**src/rtl/mips_pkg.sv**
```systemverilog
// mips_pkg
// Shared definitions for the MIPS32 boot-time program loader.
//   ld_state_e : loader FSM state encoding (IDLE, LOAD, CHECK, DONE, ERROR)
//   ERR_*      : values driven on the loader err output
//   OP_HLT     : MIPS32 halt opcode, for building test programs
package mips_pkg;

    typedef enum logic [2:0] {
        ST_IDLE  = 3'd0,
        ST_LOAD  = 3'd1,
        ST_CHECK = 3'd2,
        ST_DONE  = 3'd3,
        ST_ERROR = 3'd4
    } ld_state_e;

    localparam logic [1:0] ERR_NONE  = 2'b00;
    localparam logic [1:0] ERR_RANGE = 2'b01;
    localparam logic [1:0] ERR_CSUM  = 2'b10;

    localparam logic [5:0] OP_HLT = 6'h3f;

endpackage

```
**src/rtl/mips_ld_csum.sv**
```systemverilog
// mips_ld_csum
// Running modulo-2**DATA_W sum of the program words in a frame. The sum is
// compared against the frame trailer.
//   clk1      : clock, rising edge
//   rst_n     : synchronous active-low reset (sum -> 0)
//   clr       : force the sum to 0 on the next edge (takes priority over en)
//   en        : add add_data into the sum on the next edge
//   add_data  : word to accumulate
//   cmp_data  : word to compare against the current sum
//   match     : 1 when cmp_data equals the current sum
module mips_ld_csum #(
    parameter int DATA_W = 32
) (
    input  logic              clk1,
    input  logic              rst_n,
    input  logic              clr,
    input  logic              en,
    input  logic [DATA_W-1:0] add_data,
    input  logic [DATA_W-1:0] cmp_data,
    output logic              match
);

    logic [DATA_W-1:0] sum_q;
    logic [DATA_W-1:0] sum_d;

    always_comb begin
        sum_d = sum_q;
        if (clr) begin
            sum_d = '0;
        end else if (en) begin
            sum_d = sum_q + add_data;
        end
    end

    always_ff @(posedge clk1) begin
        if (!rst_n) begin
            sum_q <= '0;
        end else begin
            sum_q <= sum_d;
        end
    end

    assign match = (cmp_data == sum_q);

endmodule

```
**src/rtl/mips_prog_loader.sv**
```systemverilog
// mips_prog_loader
// Boot loader in front of the mips_32 pipeline. Receives a framed word stream
// (header, program words, checksum trailer), writes each program word into the
// core memory port while the core is held, then releases the core at boot_pc.
//   clk1, rst_n          : clock and synchronous active-low reset
//   in_valid/in_data     : host word stream; transfer on in_valid & in_ready
//   in_ready             : loader can accept a word (IDLE, LOAD, CHECK)
//   mem_we/addr/wdata    : one-cycle write strobe into core memory
//   core_hold            : 1 keeps the core halted
//   core_start           : one-cycle release pulse on entering DONE
//   boot_pc              : core start address, valid from core_start onward
//   done, err            : frame verified / error code (see mips_pkg)
//   restart              : from DONE or ERROR, return to IDLE
// Header word: [31:16] start address, [15:0] word count.
module mips_prog_loader
    import mips_pkg::*;
#(
    parameter int ADDR_W = 10,
    parameter int DATA_W = 32
) (
    input  logic              clk1,
    input  logic              rst_n,
    input  logic              in_valid,
    input  logic [DATA_W-1:0] in_data,
    output logic              in_ready,
    output logic              mem_we,
    output logic [ADDR_W-1:0] mem_addr,
    output logic [DATA_W-1:0] mem_wdata,
    output logic              core_hold,
    output logic              core_start,
    output logic [ADDR_W-1:0] boot_pc,
    output logic              done,
    output logic [1:0]        err,
    input  logic              restart
);

    // Memory depth expressed in the 17-bit width used for range checks.
    localparam logic [16:0] DEPTH = 17'd1 << ADDR_W;

    ld_state_e         state_q, state_d;
    logic [ADDR_W-1:0] ptr_q, ptr_d;
    logic [15:0]       rem_q, rem_d;
    logic [ADDR_W-1:0] start_q, start_d;
    logic [ADDR_W-1:0] boot_pc_q, boot_pc_d;
    logic [1:0]        err_q, err_d;
    logic              mem_we_q, mem_we_d;
    logic [ADDR_W-1:0] mem_addr_q, mem_addr_d;
    logic [DATA_W-1:0] mem_wdata_q, mem_wdata_d;
    logic              core_start_q, core_start_d;
    logic              in_ready_q, in_ready_d;

    logic              xfer;
    logic [15:0]       hdr_start;
    logic [15:0]       hdr_cnt;
    logic [16:0]       hdr_end;
    logic              hdr_bad;
    logic              csum_clr;
    logic              csum_en;
    logic              csum_match;

    assign xfer      = in_valid & in_ready_q;
    assign hdr_start = in_data[31:16];
    assign hdr_cnt   = in_data[15:0];
    // Both the start address and the end of the span are checked in 17 bits
    // so a huge count cannot wrap back into range.
    assign hdr_end   = {1'b0, hdr_start} + {1'b0, hdr_cnt};
    assign hdr_bad   = ({1'b0, hdr_start} >= DEPTH) || (hdr_end > DEPTH);

    mips_ld_csum #(
        .DATA_W(DATA_W)
    ) u_csum (
        .clk1    (clk1),
        .rst_n   (rst_n),
        .clr     (csum_clr),
        .en      (csum_en),
        .add_data(in_data),
        .cmp_data(in_data),
        .match   (csum_match)
    );

    // Next-state and datapath updates. mem_we is a pulse; address and data
    // hold their last value between writes.
    always_comb begin
        state_d      = state_q;
        ptr_d        = ptr_q;
        rem_d        = rem_q;
        start_d      = start_q;
        boot_pc_d    = boot_pc_q;
        err_d        = err_q;
        mem_we_d     = 1'b0;
        mem_addr_d   = mem_addr_q;
        mem_wdata_d  = mem_wdata_q;
        core_start_d = 1'b0;
        csum_clr     = 1'b0;
        csum_en      = 1'b0;

        case (state_q)
            ST_IDLE: begin
                if (xfer) begin
                    start_d  = hdr_start[ADDR_W-1:0];
                    ptr_d    = hdr_start[ADDR_W-1:0];
                    rem_d    = hdr_cnt;
                    csum_clr = 1'b1;
                    if (hdr_bad) begin
                        state_d = ST_ERROR;
                        err_d   = ERR_RANGE;
                    end else if (hdr_cnt == 16'd0) begin
                        state_d = ST_CHECK;
                    end else begin
                        state_d = ST_LOAD;
                    end
                end
            end
            ST_LOAD: begin
                if (xfer) begin
                    mem_we_d    = 1'b1;
                    mem_addr_d  = ptr_q;
                    mem_wdata_d = in_data;
                    csum_en     = 1'b1;
                    ptr_d       = ptr_q + ADDR_W'(1);
                    rem_d       = rem_q - 16'd1;
                    if (rem_q == 16'd1) begin
                        state_d = ST_CHECK;
                    end
                end
            end
            ST_CHECK: begin
                if (xfer) begin
                    if (csum_match) begin
                        state_d      = ST_DONE;
                        boot_pc_d    = start_q;
                        core_start_d = 1'b1;
                    end else begin
                        state_d = ST_ERROR;
                        err_d   = ERR_CSUM;
                    end
                end
            end
            ST_DONE, ST_ERROR: begin
                if (restart) begin
                    state_d = ST_IDLE;
                    err_d   = ERR_NONE;
                end
            end
            default: begin
                state_d = ST_IDLE;
            end
        endcase

        // Registered ready follows the state being entered, so it is low
        // throughout reset and rises with the first IDLE cycle.
        in_ready_d = (state_d == ST_IDLE) || (state_d == ST_LOAD) ||
                     (state_d == ST_CHECK);
    end

    always_ff @(posedge clk1) begin
        if (!rst_n) begin
            state_q      <= ST_IDLE;
            ptr_q        <= '0;
            rem_q        <= '0;
            start_q      <= '0;
            boot_pc_q    <= '0;
            err_q        <= ERR_NONE;
            mem_we_q     <= 1'b0;
            mem_addr_q   <= '0;
            mem_wdata_q  <= '0;
            core_start_q <= 1'b0;
            in_ready_q   <= 1'b0;
        end else begin
            state_q      <= state_d;
            ptr_q        <= ptr_d;
            rem_q        <= rem_d;
            start_q      <= start_d;
            boot_pc_q    <= boot_pc_d;
            err_q        <= err_d;
            mem_we_q     <= mem_we_d;
            mem_addr_q   <= mem_addr_d;
            mem_wdata_q  <= mem_wdata_d;
            core_start_q <= core_start_d;
            in_ready_q   <= in_ready_d;
        end
    end

    assign in_ready   = in_ready_q;
    assign mem_we     = mem_we_q;
    assign mem_addr   = mem_addr_q;
    assign mem_wdata  = mem_wdata_q;
    assign core_start = core_start_q;
    assign boot_pc    = boot_pc_q;
    assign err        = err_q;
    assign done       = (state_q == ST_DONE);
    assign core_hold  = (state_q != ST_DONE);

endmodule

```
**config.mk**
```make
export PLATFORM = sky130hd
export DESIGN_NAME = mips_prog_loader
export DESIGN_NICKNAME = d
export VERILOG_FILES = /design/src/rtl/mips_pkg.sv /design/src/rtl/mips_ld_csum.sv /design/src/rtl/mips_prog_loader.sv
export SDC_FILE = /design/constraint.sdc
export NUM_CORES = 1
export LEC_CHECK = 0
export ABC_AREA = 1
export CAP_MARGIN = 20
export CORE_ASPECT_RATIO = 1.4
export CORE_MARGIN = 3
export CORE_UTILIZATION = 40
export DETAILED_ROUTE_END_ITERATION = 8
export MAX_ROUTING_LAYER = met4
export PLACE_DENSITY = 0.73
export RECOVER_POWER = 50
export SETUP_SLACK_MARGIN = 0.02
export SYNTH_ARGS = -nofsm -noshare
export SYNTH_HDL_FRONTEND = slang
export SYNTH_SLANG_ARGS = --single-unit
```
**constraint.sdc**
```tcl
create_clock -name clk1 -period 2.4 [get_ports clk1]
set_input_delay 0.48 -clock clk1 [delete_from_list [all_inputs] [get_ports clk1]]
set_output_delay 0.48 -clock clk1 [all_outputs]
set_load 0.02 [all_outputs]
```
# Word level (Yosys, flattened, before mapping)
# Cells that the tools add are included.
[word_totals]
mem_count = 0
rom_bits = 0
out_inout_bits = 59
input_bits = 36
latchBits = 0
mem_bits_rw = 0
register_bits = 128
[classes]
addsub = 4
n_shift = 0
order_cmp = 2
n_reduce_logical = 16
multipliers = 0
n_eq_ne = 15
div_mod_pow = 0
bitwise = 2
mux = 25
[ops]
columns = ["operator", "n"]
rows = [
  ["$add 32x32->32", 1],
  ["$eq 32x32->1", 1],
  ["$mux 16", 2],
  ["$pmux 16 s2", 1],
  ["$mux 3", 7],
  ["$mux 10", 2],
  ["$pmux 10 s2", 1],
  ["$add 16x16->17", 1],
  ["$gt 17x11->1 const B", 1],
  ["$eq 16x1->1 const B", 1],
  ["$ge 16x11->1 const B", 1],
  ["$logic_not 16->1", 1],
  ["$sub 16x1->16 const B", 1],
  ["$mux 2", 6],
  ["$ne 2x2->1 const B", 6],
  ["$pmux 3 s4", 1],
  ["$add 10x1->10 const B", 1],
  ["$eq 3x2->1 const B", 3],
  ["$reduce_and 3->1", 3],
  ["$eq 3x1->1 const B", 2],
  ["$logic_not 3->1", 2],
  ["$pmux 2 s3", 1],
  ["$reduce_and 6->1", 1],
  ["$mux 1", 4],
  ["other kinds (9)", 13],
]

# Logic depth before layout (Yosys ltp)
# Gate-level depths: netlist of the first run.
[logic_depth]
ltp_word = 9
depth_mapped = 17
mapped_depth_nobuf = 16

# Modules after synthesis
# From an unflattened synthesis of the first run, not the netlist that was laid out.
[hier_totals]
hier_cells = 1500
area_unflattened_um2 = 9192.6
[modules_own_cells]
columns = ["mod", "cells_each", "area_per_inst_um2", "instances"]
rows = [
  ["mips_prog_loader", 780, 5203.7, 1],
  ["mips_ld_csum", 720, 3988.8, 1],
]

# Least setup slack after synthesis of the first run
# No wires, ideal clock.
[synth_timing]
path_kind = "input-to-reg"
start = "input port in_data[0]"
end = "register state_q[1]"
arrival_ps = 2314
setup_time_ps = 67
slack_ps = 19
path_stages = 13
n_path_buf = 0
cell_sequence = "ha_1 > fa_1 > or2_2 > nor2_1 > nand3_1 > nor2_1 > nand3_1 > nor2_1 > nand3_1 > nand2_1 > nand3_2 > or2_1 > a21oi_2"
[synth_between]
elab_chain_cells = 6
word_cells_on_any_way = 11
cone_classes = "add/sub: 1; order compare: 1; eq/ne: 1; mux: 6; reduce/logical: 2"
[synth_rtl]
columns = ["item", "line", "text"]
rows = [
  ["start: declaration", "mips_prog_loader.sv:24", "input logic [DATA_W-1:0] in_data,"],
  ["$add 16x16->17", "mips_prog_loader.sv:66", "assign hdr_end = {1'b0, hdr_start} + {1'b0, hdr_cnt};"],
  ["$gt 17x11->1", "mips_prog_loader.sv:67", "assign hdr_bad = ({1'b0, hdr_start} >= DEPTH) || (hdr_end > DEPTH);"],
  ["$logic_or 1x1->1", "mips_prog_loader.sv:67", ""],
  ["$mux 3", "mips_prog_loader.sv:104", "if (hdr_bad) begin"],
  ["$mux 3", "mips_prog_loader.sv:99", "if (xfer) begin"],
  ["$pmux 3 s4 (*)", "mips_prog_loader.sv:97", "case (state_q)"],
  ["end signal: assignment", "mips_prog_loader.sv:170", "state_q <= state_d;"],
  ["end: declaration", "mips_prog_loader.sv:40", "ld_state_e state_q, state_d;"],
]
# Every way passes the cells marked *; elsewhere a longest branch is shown, timed or not.
# A chain may end at the register's enable or synchronous reset.

# Worst setup path after layout of the first run
[layout_timing]
start = "input port in_data[16]"
end = "register err_q[1], in the netlist err[1]"
[layout_between]
elab_chain_cells = 5
word_cells_on_any_way = 8
cone_classes = "add/sub: 1; order compare: 2; eq/ne: 3; reduce/logical: 2"
[layout_rtl]
columns = ["item", "line", "text"]
rows = [
  ["$add 16x16->17", "mips_prog_loader.sv:66", ""],
  ["$gt 17x11->1", "mips_prog_loader.sv:67", ""],
  ["$logic_or 1x1->1", "mips_prog_loader.sv:67", ""],
  ["$ne 2x2->1 (no line)", "--", ""],
  ["$reduce_and 6->1 (no line) (*)", "--", ""],
  ["end signal: assignment", "mips_prog_loader.sv:175", "err_q <= err_d;"],
  ["end: declaration", "mips_prog_loader.sv:45", "logic [1:0] err_q, err_d;"],
]
# Marked as above.

==> results of run 1 <==
cell usage after synthesis, types with 4 or more instances:
| cell type | instances |
|---|---|
| o211ai_1 | 9 |
| ha_1 | 50 |
| a21oi_2 | 6 |
| inv_2 | 6 |
| buf_2 | 10 |
| o21ai_2 | 5 |
| nand2_1 | 257 |
| xnor2_1 | 10 |
| inv_1 | 153 |
| a21o_1 | 6 |
| xor2_1 | 23 |
| buf_1 | 5 |
| nand4_1 | 11 |
| a21oi_1 | 119 |
| nor3_1 | 11 |
| dfxtp_1 | 128 |
| nand2_2 | 4 |
| o21bai_1 | 5 |
| nand3_1 | 55 |
| a21boi_0 | 4 |
| nor2_1 | 207 |
| nor4_1 | 12 |
| o21ai_0 | 111 |
| o21a_1 | 4 |
| clkbuf_1 | 28 |
through the flow:
stage	util	worst slack, ns	cells	TNS (ns)	hold WS, ns
CTS	0.5850	0.01503	1818	0	0.4484
global placement	0.5435	-0.7679	1784	-23.00	0.4347
global route	0.5925	-0.07508	1824	-0.1368	0.4357
floorplan	-	0.05941	1285	0	0.4446
finish	0.5925	-0.01045	1824	-0.01045	0.4270
detailed placement	0.5435	-0.8466	1784	-24.10	0.4374
final timing paths:
path	from	endpoint	slack [ns]	cells after the start
max	in_data[16]	err[1]	-0.01	14
min	in_data[5]	mem_wdata[5]	0.43	3
max reg2reg	u_csum.sum_q[0]	u_csum.sum_q[30]	0.12	13
min reg2reg	boot_pc[1]	boot_pc[1]	0.44	2
logic make-up after synthesis:
family	count (synthesis)	synth area share
adder cells (fa/ha/maj)	52	0.07983
buffers and inverters	206	0.09604
AND/OR/NAND/NOR	575	0.2863
flip-flops	128	0.3073
XOR/XNOR	33	0.03466
AO/OA/AOI/OAI	291	0.1958
timing repair:
item / CTS / global route
cloned: 1 / 0
pin swaps: 6 / 24
buffers inserted: 1 / 6
resized for setup: 69 / 83
endpoints found under the setup margin: 37 / 35
report_power, final:
part	switching, uW	internal, uW	total (uW)
combinational	988	796	1780
clock	1210	1390	2600
sequential	62.3	2210	2270
total	2260	4390	6650
registers in the layout, summed over array words and instances, names as in the netlist:
register / count
state_q: 3
boot_pc: 10
rem_q: 16
mem_addr: 10
u_csum.sum_q: 32
in_ready: 1
mem_we: 1
core_start: 1
mem_wdata: 32
ptr_q: 10
start_q: 10
err: 2
per-layer routing:
metal | vias to the layer above | GRT usage
met4 | 0 | 0.1650
met2 | 396 | 0.4740
met3 | 160 | 0.04016
li1 | 4751 | -
met5 | - | -
met1 | 4534 | 0.2933
worst register-to-register path, delay by kind of cell, from the launching register on:
family                     cells  cell delay (ns)
and+or+nand+nor                4             0.45
DFF                            1             0.34
adders and majority gates      2             0.54
AOI/OAI and AO/OA              3             0.49
buffers and inverters          4             0.38
area by class of cell:
type / count / area [sq um] / area share
clock buffers: 17 / 425.4 / 0.03563
clock inverters: 15 / 155.1 / 0.01300
inverters: 161 / 604.3 / 0.05062
multi-input cells: 951 / 5414 / 0.4535
flip-flops and latches: 128 / 2562 / 0.2146
well taps: 252 / 315.3 / 0.02641
repair buffers: 300 / 2462 / 0.2062
==> out/results.tsv, run 1 <==
metric	value	unit
status	finished, violations left	
violations	negative setup slack	
placed_area	0.01095	sq mm
period_share	1.004	
grt_pass1_wl	47.63	mm
synth_top_area_share	0.3073	
synth_warnings	0	
cts_hold_buf	0	
synth-seq-cells	128	
vias	9841	
total_power	6651	uW
viasPerCell	5.395	
wl_met2	15.42	mm
cts-root-buf	clkbuf_16	
crit_path_cell_trace	buf_4 -> ha_4 -> fa_1 -> or2_4 -> nor2_4 -> nand3_1 -> nor2_1 -> nand3_1 -> nor2_1 -> nand3_1 -> nand2_2 -> nand4_1 -> a21oi_1 -> nor2_1	
grt_util_all_layers	0.2739	
synthCells	1285	
wl_per_cell	16.76	um
critical_path.slowest_cell	fa_1	
worstPathArrival	2.73	ns
routed-wl-met3	1.451	mm
syn_area_per_cell	6.489	sq um
synth_cell_types	50	
hpwl	22.64	mm
slew_violations	0	
layout_common_cells	nand2_1, nor2_1, buf_4	
max_freq	0.4149	GHz
finalHoldViolCount	0	
fillCellCount	1833	
floorplan.initialDensity	0.4138	
clock_skew	0.01486	ns
portBuffers	94	
worst_slack	-0.01045	ns
synthArstFlopShare	0	
clock_sinks	128	
drive_gt1_frac	0.2150	
crit_buf_inv	1	
rows	61	
dr.max_layer_used	met4	
cts_buffer_depth	2	
p_leak	0.005680	uW
drt_iter0_markers	869	
pwr_density_cell	557.1	mW/mm^2
slowest_delay	0.45	ns
wirelength	30.58	mm
coreArea	0.02015	sq mm
max_slew_margin	0.5248	
grt_max_degree	52	
design.portCount	95	
ant_nets	0	
netlist_area	0.008338	sq mm
startpoint_type	primary input	
yosysSeqAreaShare	0.3073	
wl_met1	11.57	mm
cts_tree	built	
htree_levels	4	
gp_congestion	0.9348	
dieHeight	176.8	um
setup_viol	1	
fin_area	0.01194	sq mm
cp_max_fo	4	
layout_commonest_cell	nand2_1	
die-area	0.02264	sq mm
clk_latency	0.44	ns
clkTransAtPathRegs	0.07	ns
crit_family	simple AND/OR/NAND/NOR gates	
nets	1647	
first_pass_iters	7	
syn-num-nets	1373	
grt_overflow	0	
synth_area_leaders	dfxtp_1, nand2_1, nor2_1	
synth-edff-count	0	
required	2.72	ns
drc	0	
grt_antenna_before_repair	0	
peakVddDrop	0.5212	mV
fp.dieW	128.0	um
period_needed	2.410	ns
ys.flop_type	dfxtp_1	
hold_path_class	in -> reg	
yosysTopAreaCell	dfxtp_1	
grt_pass1_vias	9508	
worstSetupPathType	in -> reg	
numCtsBuffers	17	
max_slew.worst_pin.slew	0.7128	ns
syn_to_final_growth	43.19	%
cap_violations	0	
antenna_cells	0	
end_kind	flop	
Note: power is estimated with default switching activity, not from simulation.
==> inputs of run 2 (changes only) <==
- GPL_TIMING_DRIVEN: default -> 0
==> run 2 against run 1 <==
Net effect:
- the flow now finishes without violations
- core utilization shrank 7.1 points
- maximum frequency grew 1.6%
- global-route usage grew 0.077 points
- hold slack lost 0.10 ns
- non-clock buffer count shrank 154
- clock power grew 2%
- power shrank 5.0%
- sequential share of layout area grew 2.9 points
- sequential power is essentially flat
- design area shrank 12%
- die area is the same
- largest cell class unchanged
- highest routed layer unchanged
==> out/results.tsv, run 2 (synthesis results as in run 1) <==
metric	value	unit	change
clk_latency	0.43	ns	was 0.44 ns
max_slew_margin	0.5585		was 0.5248
cp_max_fo	10		was 4
switching_share	0.3366		was 0.3399
pwr_density_cell	601.6	mW/mm^2	was 557.1 mW/mm^2
peakVddDrop	0.5113	mV	was 0.5212 mV
clock_sinks	128		unchanged
hold_path_class	in -> reg		unchanged
dieHeight	176.8	um	unchanged
floorplan.initialDensity	0.4138		unchanged
grt_pass1_wl	46.66	mm	was 47.63 mm
clock_skew	0.006974	ns	was 0.01486 ns
fin_cells	1670		was 1824
period_share	0.9888		was 1.004
grt_antenna_before_repair	0		unchanged
required	2.73	ns	was 2.72 ns
rrSetupSlack	0.03	ns	was 0.12 ns
netSwitchingPower	2127	uW	was 2261 uW
max_slew.worst_pin.slew	0.6622	ns	was 0.7128 ns
rows	61		unchanged
worstSetupPathType	reg -> reg		was in -> reg
clkPwrFrac	0.418		was 0.391
layout_common_cells	nand2_1, nor2_1, inv_1		was nand2_1, nor2_1, buf_4
vias	9157		was 9841
grt_overflow	0		unchanged
nets	1493		was 1647
slew_violations	0		unchanged
max_freq	0.4214	GHz	was 0.4149 GHz
hold_slack	0.3238	ns	was 0.4270 ns
startpoint_type	flop		was primary input
finalHoldViolCount	0		unchanged
worstPathArrival	2.70	ns	was 2.73 ns
viasPerCell	5.483		was 5.395
fillCellCount	2070		was 1833
period_needed	2.373	ns	was 2.410 ns
htree_levels	4		unchanged
syn_to_final_growth	25.98	%	was 43.19%
p_leak	0.004854	uW	was 0.005680 uW
rsz0062_at_grt	true		
end_kind	flop		unchanged
antenna_cells	0		unchanged
die-area	0.02264	sq mm	unchanged
clkTransAtPathRegs	0.07	ns	about the same
portBuffers	94		unchanged
p_comb_frac	0.222		was 0.268
coreArea	0.02015	sq mm	unchanged
wl_per_cell	18.21	um	was 16.76 um
intPower	4192	uW	was 4390 uW
dp.cells	1631		was 1784
hpwl	22.84	mm	was 22.64 mm
worst_slack	0.02686	ns	was -0.01045 ns
drt_iter0_markers	767		was 869
design.portCount	95		unchanged
status	finished, final reports clean		was finished, violations left
fp.dieW	128.0	um	unchanged
cts-root-buf	clkbuf_16		unchanged
grt_max_degree	17		was 52
wirelength	30.41	mm	was 30.58 mm
dp_worst_setup_slack	-1.197	ns	was -0.8466 ns
drive_gt1_frac	0.1114		was 0.2150
gp_congestion	0.9739		was 0.9348
cts_buffer_depth	2		unchanged
grt_pass1_vias	8769		was 9508
cap_violations	0		unchanged
total_power	6319	uW	was 6651 uW
p_seq_frac	0.359		was 0.341
first_pass_iters	5		was 7
finish.utilization	0.5213		was 0.5925
cts_tree	built		unchanged
numCtsBuffers	17		unchanged
cts_hold_buf	0		unchanged
ant_nets	0		unchanged
drc	0		unchanged
grt_util_all_layers	0.2746		was 0.2739
layout_commonest_cell	nand2_1		unchanged
setup_viol	0		was 1
-- run 2: changes by cell type in the layout (fill, tap and decap cells not counted), sizes merged --
cell / change
clkinvlp: +1
clkbuf: +26
dlymetal6s2s: -8
inv: +1
dlygate4sd3: +39
clkdlybuf4s50: -38
clkinv: -3
bufinv: +1
clkdlybuf4s15: +2
buf: -174
dlygate4sd2: -1
-- run 2: metrics by stage --
step,setup TNS (ns),instance area [sq um]
6_report,0,10500
5_1_grt,-1.791,10500
4_1_cts,0,10360
3_5_place_dp,-46.63,9597
3_3_place_gp,-44.55,9597
2_1_floorplan,0,8341
-- run 2: power groups by stage --
stage / Sequential [uW] / Combinational (uW) / Clock [uW]
final: 2270 / 1400 / 2640
after global routing: 2280 / 1550 / 2750
after CTS: 2270 / 1330 / 2660
after detailed placement: 2310 / 1280 / 0
after global placement: 2310 / 1270 / 0
after floorplan: 2300 / 881 / 0
-- run 2: what timing repair did --
action,CTS,global route
gates cloned,0,0
gates resized for setup,88,81
setup buffers,4,4
pin swaps,4,17
endpoints found under the setup margin,48,46
-- run 2: layout make-up --
cell class                      instances  area [sq um]  share of cell area
Multi-Input combinational cell        951          5304              0.5049
Sequential cell                       128          2562              0.2440
Timing Repair Buffer                  102         927.1             0.08827
Inverter                              161         604.3             0.05753
Clock buffer                           17         425.4             0.04050
Tap cell                              252         315.3             0.03002
Buffer                                 44         202.7             0.01930
Clock inverter                         15         162.7             0.01549
-- run 2: path summary, 6_finish.rpt --
check | from | end | cells after the start
max | state_q[0] | mem_wdata[27] | 9
min | in_data[16] | start_q[0] | 3
max reg2reg | state_q[0] | mem_wdata[27] | 9
min reg2reg | boot_pc[3] | boot_pc[3] | 2
-- run 2: per-layer routing --
layer / up-vias / part of all wire / GRT usage
met4: 0 / 0.060 / 0.1721
met3: 114 / 0.052 / 0.03774
li1: 4454 / - / -
met2: 386 / 0.52 / 0.4827
met5: - / 0 / -
met1: 4203 / 0.37 / 0.2866
-- run 2: critical path, stage by stage (launching register included) --
cell      delay (ns)
dfxtp_1         0.44
inv_2           0.10
nor2_2          0.32
inv_1           0.24
nor2_1          0.26
inv_1           0.13
buf_2           0.25
clkbuf_1        0.29
nor2_1          0.18
nor2_1          0.06
